==> src/rtl/ntt_pkg.sv <==
// ntt_pkg: shared constants, FSM state type and butterfly address mapping for the NTT sequencer
package ntt_pkg;
    localparam int N            = 256;
    localparam int LOGN         = 8;
    localparam int KYBER_LAYERS = 7;
    localparam int DILI_LAYERS  = 8;
    localparam logic MODE_KYBER = 1'b1;
    localparam logic BF_CT      = 1'b0;
    localparam logic BF_GS      = 1'b1;

    typedef enum logic [1:0] {IDLE, ISSUE, DRAIN, DONE} ntt_state_t;

    typedef struct packed {
        logic [LOGN-1:0] a;
        logic [LOGN-1:0] b;
        logic [LOGN-1:0] k;
    } bf_addr_t;

    // Butterfly i of a layer: insert a 0 at bit s to get a, set it for b; twiddle from group index.
    function automatic bf_addr_t bf_addr(input logic [LOGN-2:0] i, input logic [2:0] layer,
                                         input logic mode, input logic inv);
        logic [2:0] s;
        logic [LOGN-1:0] len;
        logic [LOGN-1:0] g;
        logic [LOGN-1:0] grp;
        bf_addr_t r;
        s   = (inv == BF_CT) ? 3'd7 - layer : layer + {2'b0, mode == MODE_KYBER};
        len = LOGN'(1) << s;
        g   = {1'b0, i} >> s;
        grp = LOGN'(N / 2) >> s;
        r.a = ((g << 1) << s) | ({1'b0, i} & (len - LOGN'(1)));
        r.b = r.a | len;
        r.k = (inv == BF_GS) ? (grp << 1) - g - LOGN'(1) : grp + g;
        return r;
    endfunction
endpackage

==> src/rtl/ntt_delay_line.sv <==
// ntt_delay_line: clearable shift register that replays the read stream as the write stream
module ntt_delay_line #(
    parameter int W     = 1,
    parameter int DEPTH = 1
) (
    input  logic         clk_i,
    input  logic         rst_i,
    input  logic [W-1:0] d,
    output logic [W-1:0] q
);
    generate
        if (DEPTH == 0) begin : g_pass
            assign q = d;
        end else begin : g_sr
            logic [W-1:0] sr [DEPTH];
            // Shift one stage per cycle; reset drops anything in flight.
            always_ff @(posedge clk_i) begin
                if (rst_i) begin
                    for (int j = 0; j < DEPTH; j++) sr[j] <= '0;
                end else begin
                    sr[0] <= d;
                    for (int j = 1; j < DEPTH; j++) sr[j] <= sr[j-1];
                end
            end
            assign q = sr[DEPTH-1];
        end
    endgenerate
endmodule

==> src/rtl/ntt_ctrl.sv <==
// ntt_ctrl: walks every NTT/INTT layer issuing one butterfly per cycle and replays addresses as write-back
module ntt_ctrl
    import ntt_pkg::*;
#(
    parameter int RD_LAT = 1,
    parameter int BF_LAT = 0
) (
    input  logic            clk_i,
    input  logic            rst_i,
    input  logic            start_i,
    input  logic            mode_i,
    input  logic            inv_i,
    output logic            busy_o,
    output logic            done_o,
    output logic            rd_en_o,
    output logic [LOGN-1:0] rd_addr_a_o,
    output logic [LOGN-1:0] rd_addr_b_o,
    output logic [LOGN-1:0] tw_addr_o,
    output logic            sel_red_o,
    output logic            sel_butterfly_o,
    output logic            wr_en_o,
    output logic [LOGN-1:0] wr_addr_a_o,
    output logic [LOGN-1:0] wr_addr_b_o
);
    localparam int D         = RD_LAT + BF_LAT;
    localparam int DRAIN_LEN = (D == 0) ? 1 : D;
    localparam int DW        = $clog2(DRAIN_LEN + 1);

    ntt_state_t    state;
    logic [6:0]    idx;
    logic [3:0]    layer;
    logic [DW-1:0] dcnt;
    logic          last_layer;
    bf_addr_t      nxt;

    assign last_layer = layer == ((sel_red_o == MODE_KYBER) ? 4'(KYBER_LAYERS - 1) : 4'(DILI_LAYERS - 1));

    // Address of the next butterfly: first of run, first of next layer, or next in this layer.
    always_comb begin
        nxt = (state == IDLE)  ? bf_addr(7'd0, 3'd0, mode_i, inv_i) :
              (state == DRAIN) ? bf_addr(7'd0, layer[2:0] + 3'd1, sel_red_o, sel_butterfly_o) :
                                 bf_addr(idx, layer[2:0], sel_red_o, sel_butterfly_o);
    end

    // Sequencer FSM with registered issue outputs; idx holds the index to issue next.
    always_ff @(posedge clk_i) begin
        if (rst_i) begin
            state           <= IDLE;
            idx             <= '0;
            layer           <= '0;
            dcnt            <= '0;
            busy_o          <= 1'b0;
            done_o          <= 1'b0;
            rd_en_o         <= 1'b0;
            rd_addr_a_o     <= '0;
            rd_addr_b_o     <= '0;
            tw_addr_o       <= '0;
            sel_red_o       <= 1'b0;
            sel_butterfly_o <= 1'b0;
        end else begin
            case (state)
                IDLE: if (start_i) begin
                    state           <= ISSUE;
                    busy_o          <= 1'b1;
                    sel_red_o       <= mode_i;
                    sel_butterfly_o <= inv_i;
                    layer           <= '0;
                    idx             <= 7'd1;
                    rd_en_o         <= 1'b1;
                    {rd_addr_a_o, rd_addr_b_o, tw_addr_o} <= nxt;
                end
                ISSUE: if (idx == 7'd0) begin
                    state   <= DRAIN;
                    rd_en_o <= 1'b0;
                    dcnt    <= '0;
                end else begin
                    idx <= idx + 7'd1;
                    {rd_addr_a_o, rd_addr_b_o, tw_addr_o} <= nxt;
                end
                DRAIN: if (dcnt == DW'(DRAIN_LEN - 1)) begin
                    if (last_layer) begin
                        state  <= DONE;
                        busy_o <= 1'b0;
                        done_o <= 1'b1;
                    end else begin
                        state   <= ISSUE;
                        layer   <= layer + 4'd1;
                        idx     <= 7'd1;
                        rd_en_o <= 1'b1;
                        {rd_addr_a_o, rd_addr_b_o, tw_addr_o} <= nxt;
                    end
                end else begin
                    dcnt <= dcnt + DW'(1);
                end
                DONE: begin
                    state  <= IDLE;
                    done_o <= 1'b0;
                end
                default: state <= IDLE;
            endcase
        end
    end

    ntt_delay_line #(.W(2 * LOGN + 1), .DEPTH(D)) u_dly (
        .clk_i (clk_i),
        .rst_i (rst_i),
        .d     ({rd_en_o, rd_addr_a_o, rd_addr_b_o}),
        .q     ({wr_en_o, wr_addr_a_o, wr_addr_b_o})
    );
endmodule

==> config.mk <==
export PLATFORM = sky130hd
export DESIGN_NAME = ntt_ctrl
export DESIGN_NICKNAME = d
export VERILOG_FILES = /design/src/rtl/ntt_pkg.sv /design/src/rtl/ntt_delay_line.sv /design/src/rtl/ntt_ctrl.sv
export SDC_FILE = /design/constraint.sdc
export NUM_CORES = 1
export LEC_CHECK = 0
export ABC_CLOCK_PERIOD_IN_PS = 6400
export CORE_UTILIZATION = 55
export CTS_BUF_LIST = sky130_fd_sc_hd__clkbuf_8
export DETAILED_ROUTE_END_ITERATION = 16
export PLACE_DENSITY = 0.88
export SKIP_LAST_GASP = 1
export SLEW_MARGIN = 20
export SYNTH_ARGS = -nofsm -noshare
export SYNTH_HDL_FRONTEND = slang
export SYNTH_SLANG_ARGS = --single-unit
==> constraint.sdc <==
create_clock -name clk_i -period 6.4 [get_ports clk_i]
set_clock_uncertainty 0.2 [all_clocks]
set_input_delay 0.64 -clock clk_i [delete_from_list [all_inputs] [get_ports clk_i]]
set_output_delay 0.64 -clock clk_i [all_outputs]
set_load 0.05 [all_outputs]
# Word level (Yosys, flattened, before mapping)
# Memory sizes are Yosys's and may differ from the RTL's.
# Cells that the tools add are included.
[classes]
muxes = 56
bitwise = 5
add_sub_neg = 18
shifts = 12
n_eq_ne = 10
n_reduce_logical = 15
[ops]
columns = ["op", "count"]
rows = [
  ["$mux W8", 15],
  ["$pmux W8 S3", 3],
  ["$mux W24", 2],
  ["$or A8 B8 Y8", 4],
  ["$sub A8 B1 Y8 const B", 4],
  ["$mux W7", 4],
  ["$add A8 B8 Y8", 3],
  ["$shl A1 B3 Y8 const A", 3],
  ["$shl A8 B3 Y8", 3],
  ["$shr A8 B3 Y8 const A", 3],
  ["$sub A8 B8 Y8", 3],
  ["$pmux W7 S3", 1],
  ["$mux W17", 1],
  ["$reduce_or A17 Y1", 1],
  ["$shr A1 B3 Y8 const A", 2],
  ["$mux W1", 14],
  ["$mux W4", 3],
  ["$ne A2 B2 Y1 const B", 6],
  ["$reduce_and A5 Y1", 2],
  ["$mux W3", 3],
  ["$and A7 B8 Y8", 1],
  ["$mux W2", 4],
  ["$pmux W2 S4", 1],
  ["$pmux W4 S2", 1],
  ["19 further kinds", 29],
]
[word_totals]
output_inout_bits = 46
ram_bits = 17
input_bits = 5
register_bits = 43
memories = 1
wordCells = 129
[mem_list]
columns = ["name", "words", "width", "read_ports", "rd_ports_with_merged_regs", "wr", "line", "source"]
rows = [
  ["u_dly.g_sr.sr", 1, 17, 1, 0, 1, "ntt_delay_line.sv:15", "logic [W-1:0] sr [DEPTH];"],
]

# Longest topological paths before layout
[depth]
ltp_word = 12
mapped_depth = 18
depth_no_buf = 16

# By module
# A second synthesis with hierarchy kept.
[hier_totals]
hier_cells = 474
hier_area_um2 = 3728.6
[modules_own_cells]
columns = ["mod", "area_per_inst_um2", "seq_area_each_um2", "cells_each", "n_inst"]
rows = [
  ["ntt_ctrl", 3253.1, 840.8, 439, 1],
  ["ntt_delay_line", 475.5, 340.3, 35, 1],
]

# Worst setup path before layout
# No wires, ideal clock.
[synth_path]
path_type = "reg-to-reg"
from = "register sel_red_o"
to = "register tw_addr_o[7]"
setup_time_ps = 132
path_buffers = 3
slack_ps = 2418
stages_incl_launch_ff = 17
synth_period_minus_slack_ps = 3982
required_ps = 6068
t_arrival_ps = 3651
path_cell_list = "dfxtp_1 ha_1 ha_1 nand2b_1 xnor2_1 buf_2 buf_2 buf_1 o21ai_0 ha_1 nand3_1 a211oi_1 o21ai_0 xnor2_1 a21o_1 a41oi_1 nor3_1"
[synth_via]
elab_chain_len = 11
word_cells_on_any_way = 27
classes_between = "8 x add/sub; 2 x eq/ne; 4 x shift; 12 x mux; 1 x reduce/logical"
[synth_rtl]
columns = ["element", "line", "source"]
rows = [
  ["start, declared", "ntt_ctrl.sv:19", "output logic sel_red_o,"],
  ["start signal, assigned", "ntt_ctrl.sv:65", "sel_red_o <= mode_i;"],
  ["$add A3 B1 Y3", "ntt_pkg.sv:27", "s = (inv == BF_CT) ? 3'd7 - layer : layer + {2'b0, mode == MODE_KYBER};"],
  ["$mux W3", "ntt_pkg.sv:27", ""],
  ["$shr A7 B3 Y8 (tied with other cells)", "ntt_pkg.sv:29", "g = {1'b0, i} >> s;"],
  ["$sub A8 B8 Y8", "ntt_pkg.sv:33", "r.k = (inv == BF_GS) ? (grp << 1) - g - LOGN'(1) : grp + g;"],
  ["$sub A8 B1 Y8", "ntt_pkg.sv:33", ""],
  ["$mux W8", "ntt_pkg.sv:33", ""],
  ["$mux W24", "ntt_ctrl.sv:41", "(state == DRAIN) ? bf_addr(7'd0, layer[2:0] + 3'd1, sel_red_o, sel_butterfly_o) :"],
  ["$mux W24", "ntt_ctrl.sv:40", "nxt = (state == IDLE) ? bf_addr(7'd0, 3'd0, mode_i, inv_i) :"],
  ["$mux W8", "ntt_ctrl.sv:81", "if (last_layer) begin"],
  ["$mux W8", "ntt_ctrl.sv:80", "DRAIN: if (dcnt == DW'(DRAIN_LEN - 1)) begin"],
  ["$pmux W8 S3", "ntt_ctrl.sv:61", "case (state)"],
  ["end signal, assigned", "ntt_ctrl.sv:70", "{rd_addr_a_o, rd_addr_b_o, tw_addr_o} <= nxt;"],
  ["end signal, assigned", "ntt_ctrl.sv:78", "{rd_addr_a_o, rd_addr_b_o, tw_addr_o} <= nxt;"],
  ["end signal, assigned", "ntt_ctrl.sv:90", "{rd_addr_a_o, rd_addr_b_o, tw_addr_o} <= nxt;"],
  ["end, declared", "ntt_ctrl.sv:18", "output logic [LOGN-1:0] tw_addr_o,"],
]
# Several ways; a longest one is shown, not always the timed one. The select of a mux whose other input is x is not followed.
# A chain may end at the register's enable or synchronous reset.

# Final worst setup path
[layout_path]
from = "register layer[0]"
to = "register tw_addr_o[7]"
[layout_via]
elab_chain_len = 12
word_cells_on_any_way = 29
classes_between = "11 x add/sub; 2 x eq/ne; 4 x shift; 11 x mux; 1 x reduce/logical"
[layout_rtl]
columns = ["element", "line", "source"]
rows = [
  ["start, declared", "ntt_ctrl.sv:31", "logic [3:0] layer;"],
  ["start signal, assigned", "ntt_ctrl.sv:87", "layer <= layer + 4'd1;"],
  ["$add A3 B1 Y3", "ntt_ctrl.sv:41", ""],
  ["$sub A3 B3 Y3 / $add A3 B1 Y3 (equally long branches)", "ntt_pkg.sv:27", ""],
  ["$mux W3", "ntt_pkg.sv:27", ""],
  ["$shr A8 B3 Y8 / $shr A1 B3 Y8 (equally long branches)", "ntt_pkg.sv:30, ntt_pkg.sv:29", ""],
  ["$sub A8 B8 Y8", "ntt_pkg.sv:33", ""],
  ["$sub A8 B1 Y8", "ntt_pkg.sv:33", ""],
  ["$mux W8", "ntt_pkg.sv:33", ""],
  ["$mux W24", "ntt_ctrl.sv:41", ""],
  ["$mux W24", "ntt_ctrl.sv:40", ""],
  ["$mux W8", "ntt_ctrl.sv:81", ""],
  ["$mux W8", "ntt_ctrl.sv:80", ""],
  ["$pmux W8 S3", "ntt_ctrl.sv:61", ""],
]
# Several ways; a longest one is shown, not always the timed one. The select of a mux whose other input is x is not followed.

==> implementation parameters <==
Parameter                              Value

Run status
  Result of the run ... complete, no violations

Clock tree
  Maximum buffer depth of the clock tree ... 2
  Post-cts gate resize count ... 0
  Library cell used as clock root buffer ... clkbuf_8
  Post-CTS setup-driven buffer insertion count ... 0
  CTS Buf Count ... 9
  Clock latency on the worst-skew pair ... ~340 ps
  Post-cts hold buffer count ... 0
  H-tree levels ... 3
  Clock transition at the registers of the reported paths ... ~70 ps
  Sink count of the clock tree ... 59
  TritonCTS clock tree ... built

Yosys
  Fraction of synthesized cell area taken by the top area cell type ... between 30% and 40%
  Post-synth EDFFs ... 0
  Number of storage elements in the synthesis netlist ... around 60
  Most common library cells after synthesis ... dfxtp_1, nor2_1, nand2_1
  Netlist area before placement ... around 3900 um2
  Sequential area share after synthesis ... just over 30%
  Post-synthesis area per instance ... slightly below 8 um2
  Number of nets in the synthesized netlist ... about 510
  Warnings from Yosys ... 0
  Top cells by area, synth ... dfxtp_1, nor2_1, ha_1
  Async set-or-reset flop fraction in the synthesized netlist ... 0%
  Number of instances in the synthesized netlist ... 493
  Predominant post-synthesis flop cell ... dfxtp_1
  Cell taking the most area after synthesis ... dfxtp_1
  Number of distinct library cells after synthesis ... 66
  Most instantiated library cell after synthesis ... dfxtp_1

Cells and area
  Diode count ... 0
  Area Overhead vs Synth ... 18.7%
  Post-Layout Cell Count ... 621
  Share of final-layout standard cells stronger than drive strength 1 ... under 10%
  Post-route cell area ... 4580 um2
  Final net count ... 541

Worst setup path
  Data required time of the worst path ... 6410 ps
  Arrival time reported for the critical path endpoint ... about 4700 ps
  Crit. End Element ... register
  Kind of launch point of the worst setup path ... register
  Category of the critical setup timing path ... register to register
  Worst reg2reg setup slack ... roughly 1700 ps
  Largest driver fanout on the critical path ... 22

Routing
  Count of nets left with antenna violations after detail routing ... 0
  Via count ... between 3000 and 4000
  Average via count per standard cell ... approximately 6.4
  Routed Wire Length ... ~11000 um
  Detailed-route DRC error count ... 0
  First-pass detailed-route iteration total ... 5
  Wire per inst ... about 18 um
  Starting DRT DRC Count ... ~330

Floorplanning
  Die W ... between 80 and 90 um
  Placeable Area ... 6790 um2
  Effective utilization at floorplan ... a little under three fifths
  Die area ... ~7400 um2
  Core Rows ... 30
  Overall die height ... between 80 and 90 um
  Top-level I/O count ... 51

Global route
  Pin count of the biggest net entering global routing ... 47
  First-pass GRT wire length ... 17700 um
  Total global routing overflow ... 0
  Initial antenna violation count ... 0
  Number of global-route vias before repair ... roughly 3700
  Overall track demand over capacity in global routing ... a little under a third

STA
  Final min period ... roughly 4700 ps
  Achievable frequency ... ~210 MHz
  Final setup violating endpoints ... 0
  Setup slack after layout ... 1660 ps
  Normalized max-slew margin ... 45.6%
  Final hold violation count ... 0
  Final critical-path share of the clock period ... about three quarters
  Final TNS setup ... 0 ps
  Pins Over Slew Limit ... 0
  Slew at the pin with the worst max-slew slack ... 799 ps
  Setup repair after global routing missed its margin ... no

Power and ir drop
  Pleak ... roughly 1.7 nW
  Peak ir drop on the vdd network ... approximately 0.12 mV
  Power density over the cells ... 246 nW/um2

Placed design
  Total of buffers placed on input and output ports ... 50
  Post-DP HPWL ... slightly below 8000 um
  Routability congestion estimate ... around 0.94
  Placed cell count ... around 610
  Area post-placement ... between 4000 and 5000 um2
  Placement Setup Slack ... between 1500 and 2000 ps

Flow run
  Maxcap violations ... 0

Worst hold path
  Type of the worst min-delay path ... register to register
-- critical path, cell delays in order (launching register included) --
cell and delay (ps):
dfxtp_1 650, inv_1 120, ha_1 410, mux2i_4 650, mux2i_1 330, mux2i_1 140, and2_1 210, a21oi_1 230
ha_1 240, ha_1 210, nand3_1 160, a211oi_1 240, o21ai_0 160, xnor2_1 160, a21o_1 190, a41oi_1 230
nor3_1 70
-- where the power goes --
group          leakage [nW]  internal [mW]  switching [mW]
logic                  1.13          0.115           0.222
registers             0.482          0.389          0.0197
clock network         0.114          0.222           0.162
-- cell type report --
type                    instances  area (um2)
multi-input cells             381        2460
repair buffers                 57         553
clock buffers                   9         124
inverters                      12        45.0
fillers                       597        2210
clock inverters                 7         100
well taps                      96         120
flip-flops and latches         59        1180
-- worst paths after layout --
path                startpoint            to  cells past startpoint
setup reg to reg      layer[0]  tw_addr_o[7]                     16
hold / removal    tw_addr_o[0]  tw_addr_o[0]                      2
setup / recovery      layer[0]  tw_addr_o[7]                     16
hold reg to reg   tw_addr_o[0]  tw_addr_o[0]                      2
-- flip-flops by register name (all words and copies together) (netlist names), 2 cells and up --
signal	count
rd_addr_b_o	8
tw_addr_o	8
layer	4
state	2
u_dly.g_sr.sr	17
rd_addr_a_o	8
idx	7
-- through the flow --
step,hold slack [ps],utilization [%],total power [mW]
6_report,269,67.5,1.13
5_1_grt,295,67.5,1.17
4_1_cts,265,67.5,1.13
3_5_place_dp,259,64.2,0.746
3_3_place_gp,243,64.2,0.743
2_1_floorplan,328,-,0.656
-- layout by cell type (no fill, tap or decap), types with 6 or more instances in the layout --
| master | n |
|---|---|
| xnor2_1 | 8 |
| a311oi_1 | 9 |
| a31oi_1 | 9 |
| dfxtp_1 | 59 |
| nor3_1 | 18 |
| inv_1 | 12 |
| o21ai_0 | 26 |
| buf_4 | 7 |
| a21oi_1 | 26 |
| nor2_1 | 58 |
| clkdlybuf4s50_1 | 50 |
| nor2b_1 | 20 |
| a211oi_1 | 14 |
| ha_1 | 16 |
| mux2i_1 | 10 |
| nand2_1 | 46 |
| a21o_1 | 6 |
| nand3_1 | 12 |
| clkbuf_8 | 9 |
| xor2_1 | 7 |
| o211ai_1 | 11 |
-- metal layers --
layer | global-route usage (%) | wire length, um | vias to the layer above
met5 | 0 | 0 | -
met4 | 16.4 | 411 | 0
met3 | 6.06 | 863 | 37
met2 | 51.3 | 5270 | 223
met1 | 38.0 | 4590 | 1873
li1 | - | - | 1854
-- cell families after synthesis --
logic type	count (synthesis)	share of synthesized area (%)
and+or+nand+nor	188	23.3
AOI/OAI and AO/OA	144	25.9
DFF	59	30.6
buffers and inverters	53	5.87
muxes	17	5.45
xor gates and xnor gates	16	3.63
adders and majority gates	16	5.19
Power figures use the tool's default switching activity.
